## config.mk

```make
export PLATFORM = sky130hd
export DESIGN_NAME = jtag_dr_bridge
export DESIGN_NICKNAME = d
export VERILOG_FILES = /design/src/rtl/jtag_dr_bridge.sv
export SDC_FILE = /design/constraint.sdc
export NUM_CORES = 1
export LEC_CHECK = 0
export CAP_MARGIN = 20
export CORE_MARGIN = 3
export CORE_UTILIZATION = 54
export CTS_CLUSTER_SIZE = 30
export DETAILED_ROUTE_END_ITERATION = 16
export PLACE_DENSITY_LB_ADDON = 0.3
export SETUP_SLACK_MARGIN = 0.05
export SLEW_MARGIN = 10
export SYNTH_ARGS = -nofsm -noshare
export SYNTH_HDL_FRONTEND = slang
export SYNTH_SLANG_ARGS = --single-unit
```

## constraint.sdc

```tcl
create_clock -name clock -period 2.5 [get_ports clock]
set_input_delay 0.625 -clock clock [delete_from_list [all_inputs] [get_ports clock]]
set_output_delay 0.625 -clock clock [all_outputs]
set_load 0.03 [all_outputs]
```

## src/rtl/jtag_dr_bridge.sv

```systemverilog
// Bridges a JTAGG ER1 user data register into the system clock domain:
// oversampled TCK edge detection, one-word receive buffer and capture-time transmit handshake.
module jtag_dr_bridge #(
  parameter int unsigned DR_WIDTH = 32
) (
  input  logic                clock,
  input  logic                reset,
  input  logic                jtck,
  input  logic                jtdi,
  input  logic                jshift,
  input  logic                jupdate,
  input  logic                jce1,
  input  logic                jrstn,
  output logic                jtdo1,
  output logic [DR_WIDTH-1:0] rx_data,
  output logic                rx_valid,
  input  logic                rx_ready,
  output logic                rx_overflow,
  input  logic [DR_WIDTH-1:0] tx_data,
  input  logic                tx_valid,
  output logic                tx_ready,
  output logic                tx_underflow
);

  localparam int unsigned CW = $clog2(DR_WIDTH + 2);
  localparam logic [CW-1:0] FULL = CW'(DR_WIDTH);
  localparam logic [CW-1:0] SAT  = CW'(DR_WIDTH + 1);

  // Bit order of the synchronizer bus
  localparam int unsigned I_TCK = 0, I_TDI = 1, I_SHF = 2, I_UPD = 3, I_CE1 = 4, I_RSTN = 5;

  logic [5:0] async_in;
  logic [5:0] sync1_q, sync2_q;
  logic       tck_hist_q, upd_hist_q;

  logic [DR_WIDTH-1:0] shift_q, shift_d;
  logic [CW-1:0]       cnt_q, cnt_d;
  logic                tdo_q, tdo_d;
  logic [DR_WIDTH-1:0] rx_data_q, rx_data_d;
  logic                rx_valid_q, rx_valid_d;
  logic                ovf_q, ovf_d;

  logic tck_rise, upd_rise, tap_ok, do_cap, do_shift, deliver;

  assign async_in = {jrstn, jce1, jupdate, jshift, jtdi, jtck};

  always_ff @(posedge clock) begin
    if (reset) begin
      sync1_q    <= '0;
      sync2_q    <= '0;
      tck_hist_q <= 1'b0;
      upd_hist_q <= 1'b0;
    end else begin
      sync1_q    <= async_in;
      sync2_q    <= sync1_q;
      tck_hist_q <= sync2_q[I_TCK];
      upd_hist_q <= sync2_q[I_UPD];
    end
  end

  assign tck_rise = sync2_q[I_TCK] & ~tck_hist_q;
  assign upd_rise = sync2_q[I_UPD] & ~upd_hist_q;
  assign tap_ok   = sync2_q[I_RSTN] & sync2_q[I_CE1];
  assign do_cap   = tck_rise & tap_ok & ~sync2_q[I_SHF];
  assign do_shift = tck_rise & tap_ok &  sync2_q[I_SHF];
  assign deliver  = upd_rise & tap_ok & (cnt_q == FULL);

  always_comb begin
    shift_d = shift_q;
    cnt_d   = cnt_q;
    tdo_d   = tdo_q;
    if (!sync2_q[I_RSTN]) begin
      shift_d = '0;
      cnt_d   = '0;
      tdo_d   = 1'b0;
    end else if (do_cap) begin
      shift_d = tx_valid ? tx_data : '0;
      cnt_d   = '0;
      tdo_d   = shift_d[0];
    end else if (do_shift) begin
      shift_d = {sync2_q[I_TDI], shift_q[DR_WIDTH-1:1]};
      if (cnt_q != SAT) cnt_d = cnt_q + 1'b1;
      tdo_d   = shift_d[0];
    end
  end

  // A delivery that lands on a consuming handshake replaces the word in place
  always_comb begin
    rx_data_d  = rx_data_q;
    rx_valid_d = rx_valid_q;
    ovf_d      = ovf_q;
    if (deliver) begin
      if (!rx_valid_q || rx_ready) begin
        rx_data_d  = shift_q;
        rx_valid_d = 1'b1;
      end else begin
        ovf_d = 1'b1;
      end
    end else if (rx_valid_q && rx_ready) begin
      rx_valid_d = 1'b0;
    end
  end

  always_ff @(posedge clock) begin
    if (reset) begin
      shift_q    <= '0;
      cnt_q      <= '0;
      tdo_q      <= 1'b0;
      rx_data_q  <= '0;
      rx_valid_q <= 1'b0;
      ovf_q      <= 1'b0;
    end else begin
      shift_q    <= shift_d;
      cnt_q      <= cnt_d;
      tdo_q      <= tdo_d;
      rx_data_q  <= rx_data_d;
      rx_valid_q <= rx_valid_d;
      ovf_q      <= ovf_d;
    end
  end

  assign jtdo1        = tdo_q;
  assign rx_data      = rx_data_q;
  assign rx_valid     = rx_valid_q;
  assign rx_overflow  = ovf_q;
  assign tx_ready     = do_cap &  tx_valid & ~reset;
  assign tx_underflow = do_cap & ~tx_valid & ~reset;

endmodule

```

==> results of run 1 <==
## final timing paths
kind,from,endpoint,slack [ns]
worst max-delay path,tx_valid,tx_underflow,0.21
worst min register to register,sync1_q[4],sync2_q[4],0.44
worst max register to register,sync2_q[2],shift_q[13],0.77
worst min-delay path,sync1_q[4],sync2_q[4],0.44
## where the power goes
group	internal [mW]	switching, mW	leakage (nW)
Clock	0.388	0.464	0.0796
Combinational	0.0855	0.0562	0.689
Sequential	1.38	0.00448	0.695
## flip-flops by register name (all words and copies together), names as in the netlist, 6 cells and up
signal   cells
shift_q     32
sync2_q      6
rx_data     32
sync1_q      6
cnt_q        6
## cells in the final DEF (no fill, tap or decap), drive strengths merged, types with 3 or more instances in the layout
cell type and count:
a221oi 32, and4b 3, buf 12, clkbuf 13
clkdlybuf4s50 75, dfxtp 86, ha 3, inv 4
mux2i 36, nand2 3, nand2b 65, nand3 8
nor2 34, nor2b 18, nor3 33
## metal layers
layer | GRT usage [%] | routed length (um)
met2 | 32.8 | 3540
met1 | 26.3 | 3440
met5 | 0 | 0
met4 | 7.11 | 104
met3 | 4.70 | 369
## worst max-delay path: stages
cell	delay, ns
clkdlybuf4s50_1	0.42
buf_4	0.16
nor4_2	0.25
buf_4	0.21
## cell type report
| type | instances | area, sq um |
|---|---|---|
| repair buffers | 87 | 863 |
| flip-flops and latches | 86 | 1720 |
| clock buffers | 13 | 149 |
| fillers | 482 | 1830 |
| inverters | 4 | 15.0 |
| well taps | 77 | 96.3 |
| clock inverters | 3 | 20.0 |
| multi-input cells | 252 | 1730 |
## kinds of logic (layout without fill, tap and decap cells)
logic type / after synthesis / in the layout / synth area share, %
muxes: 36 / 36 / 9.92
adders and majority gates: 3 / 3 / 1.03
DFF: 86 / 86 / 47.4
buffers and inverters: 37 / 107 / 5.38
AOI/OAI and AO/OA: 40 / 40 / 9.23
and+or+nand+nor: 173 / 173 / 27.0
## through the flow
| step | worst slack [ns] | hold slack, ns | util (%) | std cells | area, sq um |
|---|---|---|---|---|---|
| detailed placement | 0.00698 | 0.420 | 68.9 | 506 | 4430 |
| global placement | 0.117 | 0.420 | 68.9 | 506 | 4430 |
| finish | 0.209 | 0.439 | 71.6 | 522 | 4600 |
| CTS | 0.214 | 0.439 | 71.6 | 522 | 4600 |
| global route | 0.152 | 0.465 | 71.6 | 522 | 4600 |
| floorplan | 0.197 | 0.414 | - | 375 | 3640 |
==> impl_metrics.yaml, run 1 <==
synthesis:
  synth_edf_count: 0
  synth_area_sq_um: 3630
  ys_seq_area_share_pct: 47.4
  ys_ff_latch: 86
  yosys.area.top_type: "dfxtp_1"
  yosysMostFrequentCell: "dfxtp_1"
  synth_cells: 375
  synth.top_cells.by_count: "dfxtp_1 (86), nand2b_1 (65), mux2i_1 (36)"
  syn_nets: 420
  ys.flop_type: "dfxtp_1"
  yosysWarnings: 0
  synth_top_area_share_pct: 47.4
  async_flop_share_pct: 0
  avgSynthCellArea_sq_um: 9.68
  synth.area.top_cells: "dfxtp_1 (47%), nand2b_1 (11%), mux2i_1 (9.9%)"
  ys_types: 31
global_route:
  grt.overflow.total: 0
  grt_pass1_vias: 2714
  grt_pass1_wl_um: 12400
  grt_max_degree: 49
  antenna_found_initial: 0
  grtUsageTotal_pct: 20.2
run_status:
  status: "finished clean"
clock_network:
  cts_sinks: 86
  cts_setup_buffers: 0
  cts_root_buf: "clkbuf_8"
  clock_latency_ns: 0.35
  htreeDepth: 3
  cts_tree: "done"
  ctsResizeCount: 0
  cts_inserted_buffers: 9
  ctsHoldBuffers: 0
  cts.clk_slew.worst_paths_ns: 0.08
  clock_path_buffers: 2
placement:
  gp_congestion: 0.785
  dpl.hpwl_um: 5020
  place.port_buffers: 78
timing:
  finalSetupViolCount: 0
  fin_skew_ns: 0.0107
  fin_tns_setup_ns: 0
  tightest_slew_ns: 0.841
  post-route-period-util_pct: 91.6
  slew_violations: 0
  fin_crit_ns: 2.29
  slew_headroom_pct: 43.7
  fmax_ghz: 0.437
  finalHoldViolations: 0
  rsz0062_at_grt: "no"
route:
  antenna_left: 0
  drt_first_iter_violations: 119
  vias: 2905
  wl_per_cell_um: 14.3
  post-route-drc-count: 0
  via_per_inst: 5.57
  dr.pass1.iters: 4
  finalWirelength_um: 7450
pwr:
  p_total_mw: 2.38
  peakVddDrop_mv: 0.368
  leakagePower_nw: 1.46
  p_per_area_nw_per_um2: 517
critical_path:
  required_ns: 1.88
  cp-end-kind: "output pin"
  worst-path-max-fanout: 3
  rr_worst_depth: 4
  arrival_ns: 1.67
  crit_type: "primary input to output pin"
  critPathLaunchType: "primary input"
final_layout:
  finish.net_count: 485
  antenna_cells: 0
  drive_above_1_share_pct: 6.74
  area_growth_pct: 26.6
floorplanning:
  die_x_um: 88
  die_area_sq_um: 7740
  start_util_pct: 56.5
  ios: 79
  num_rows: 29
  die_h_um: 88
  fp.coreArea_sq_um: 6420
run:
  cap_violations: 0
worst_hold_path:
  hold_depth: 1
  hold_path_class: "flip-flop to flip-flop"
Note: power is estimated with default switching activity, not from simulation.
==> run 2: changes to the inputs <==
--- a/config.mk
+++ b/config.mk
@@ -6,7 +6,7 @@
 export NUM_CORES = 1
 export LEC_CHECK = 0
 export CAP_MARGIN = 20
-export CORE_MARGIN = 3
+export CORE_MARGIN = 2
 export CORE_UTILIZATION = 54
 export CTS_CLUSTER_SIZE = 30
 export DETAILED_ROUTE_END_ITERATION = 16
==> run 2 against run 1 <==
  * Register-to-register slack hardly changed
  * First-iteration DRC count increased by 1.7%
  * Combinational power is essentially flat
  * Critical path type unchanged
==> impl_metrics.yaml, run 2 (synthesized netlist as in run 1, its figures left out) <==
final_layout:
  finish.net_count: 485
  drive_above_1_share_pct: 7.19
  antenna_cells: 0
  fillCellCount: 482
  final_common_cell: "dfxtp_1"
  fin_cells: 522
  final_cell_mix: "dfxtp_1 (86), clkdlybuf4s50_1 (75), nand2b_1 (65), mux2i_1 (36), nor2_1 (34)"
  area_growth_pct: 28.9
  final_core_util_pct: 72.9
  fin_area_sq_um: 4680
route:
  wl_met1_um: 3440
  post-route-drc-count: 0
  met3_length_um: 409
  drt_first_iter_violations: 121
  met2_length_um: 3800
  finalWirelength_um: 7770
  antenna_left: 0
  via_per_inst: 5.63
  dr.pass1.iters: 4
  top_layer_used: "met4"
  wl_per_cell_um: 14.9
  vias: 2938
run:
  cap_violations: 0
timing:
  fin_skew_ns: 0.0170
  finalHoldViolations: 0
  tightest_slew_ns: 0.579
  fin_tns_setup_ns: 0
  fmax_ghz: 0.441
  slew_violations: 0
  slew_headroom_pct: 61.3
  post-route-period-util_pct: 90.6
  rsz0062_at_grt: "no"
  fin_crit_ns: 2.27
  hold-worst-slack_ns: 0.441
  finalSetupViolCount: 0
worst_hold_path:
  min_from: "sync1_q[5]"
  min_to: "sync2_q[5]"
  hold_depth: 1
  hold_path_class: "flip-flop to flip-flop"
floorplanning:
  die_area_sq_um: 7400
  start_util_pct: 56.5
  num_rows: 29
  fp.coreArea_sq_um: 6420
  die_h_um: 86
  die_x_um: 86
  ios: 79
placement:
  dpl.cell_count: 506
  dpl.hpwl_um: 5100
  place.port_buffers: 78
  gp_congestion: 0.805
  placed_area_sq_um: 4430
pwr:
  p_int_mw: 2.16
  swShare_pct: 20.1
  p_clk_share_pct: 43.5
  leakagePower_nw: 1.51
  peakVddDrop_mv: 0.588
  pwr-share-comb_pct: 5.3
  p_per_area_nw_per_um2: 577
  pwr-share-seq_pct: 51.2
  p_switching_uw: 543
critical_path:
  worst-path-max-fanout: 3
  cp-end-kind: "output pin"
  required_ns: 1.88
  crit_type: "primary input to output pin"
  r2r_start: "sync2_q[5]"
  rr_worst_depth: 4
  regToRegSetupSlack_ns: 0.76
  r2r_end: "cnt_q[4]"
  arrival_ns: 1.64
  critPathLaunchType: "primary input"
clock_network:
  cts_inserted_buffers: 9
  cts.clk_slew.worst_paths_ns: 0.07
  cts_root_buf: "clkbuf_8"
  ctsResizeCount: 0
  clock_path_buffers: 2
  htreeDepth: 3
  clock_latency_ns: 0.34
  cts_sinks: 86
  ctsHoldBuffers: 0
  cts_tree: "done"
  cts_setup_buffers: 0
run_status:
  status: "finished clean"
global_route:
  grtUsageTotal_pct: 21.7
  grt_pass1_wl_um: 12900
  grt.overflow.total: 0
  grt_max_degree: 45
  antenna_found_initial: 0
  grt_pass1_vias: 2770
run 2: changes by cell type in the layout (fill, tap and decap cells not counted), sizes merged:
cell	previous run	this run
clkbuf	13	11
bufinv	0	3
clkinvlp	2	1
run 2: metal layers:
metal | GRT usage, % | up-vias
met4 | 7.79 | 0
met5 | 0 | -
met3 | 4.91 | 12
met1 | 29.2 | 1383
met2 | 34.2 | 96
li1 | - | 1447
run 2: how the worst max path moves through the flow:
stage,start,slack [ns],endpoint,depth (start not counted)
6_report,tx_valid,0.23,tx_underflow,4
3_5_place_dp,tx_valid,0.23,tx_underflow,4
5_1_grt,tx_valid,0.18,tx_underflow,4
3_3_place_gp,tx_valid,0.0007,shift_q[27],4
4_1_cts,tx_valid,0.22,tx_underflow,4
2_1_floorplan,reset,0.20,tx_ready,3
run 2: critical path, stage by stage:
cell and delay [ns]:
clkdlybuf4s50_1 0.41, buf_4 0.15, nor4_2 0.25, buf_4 0.20
run 2: power by group through the flow:
stage | combinational [mW] | sequential (mW) | clock [mW]
finish | 0.144 | 1.38 | 1.18
CTS | 0.145 | 1.38 | 1.19
floorplan | 0.0583 | 1.41 | 0
global placement | 0.138 | 1.41 | 0
global route | 0.155 | 1.38 | 1.26
detailed placement | 0.143 | 1.42 | 0
run 2: area by class of cell:
type	instances	area [sq um]	area share [%]
Multi-Input combinational cell	252	1730	37.0
Sequential cell	86	1720	36.8
Timing Repair Buffer	87	871	18.6
Clock buffer	11	141	3.02
Clock inverter	5	106	2.27
Tap cell	77	96.3	2.06
Inverter	4	15.0	0.321
run 2: stage by stage:
step                      setup WS [ns]  total power [mW]
final                             0.234              2.70
after detailed placement          0.232              1.56
after global routing              0.181              2.80
after global placement         0.000674              1.55
after CTS                         0.219              2.72
after floorplan                   0.197              1.47
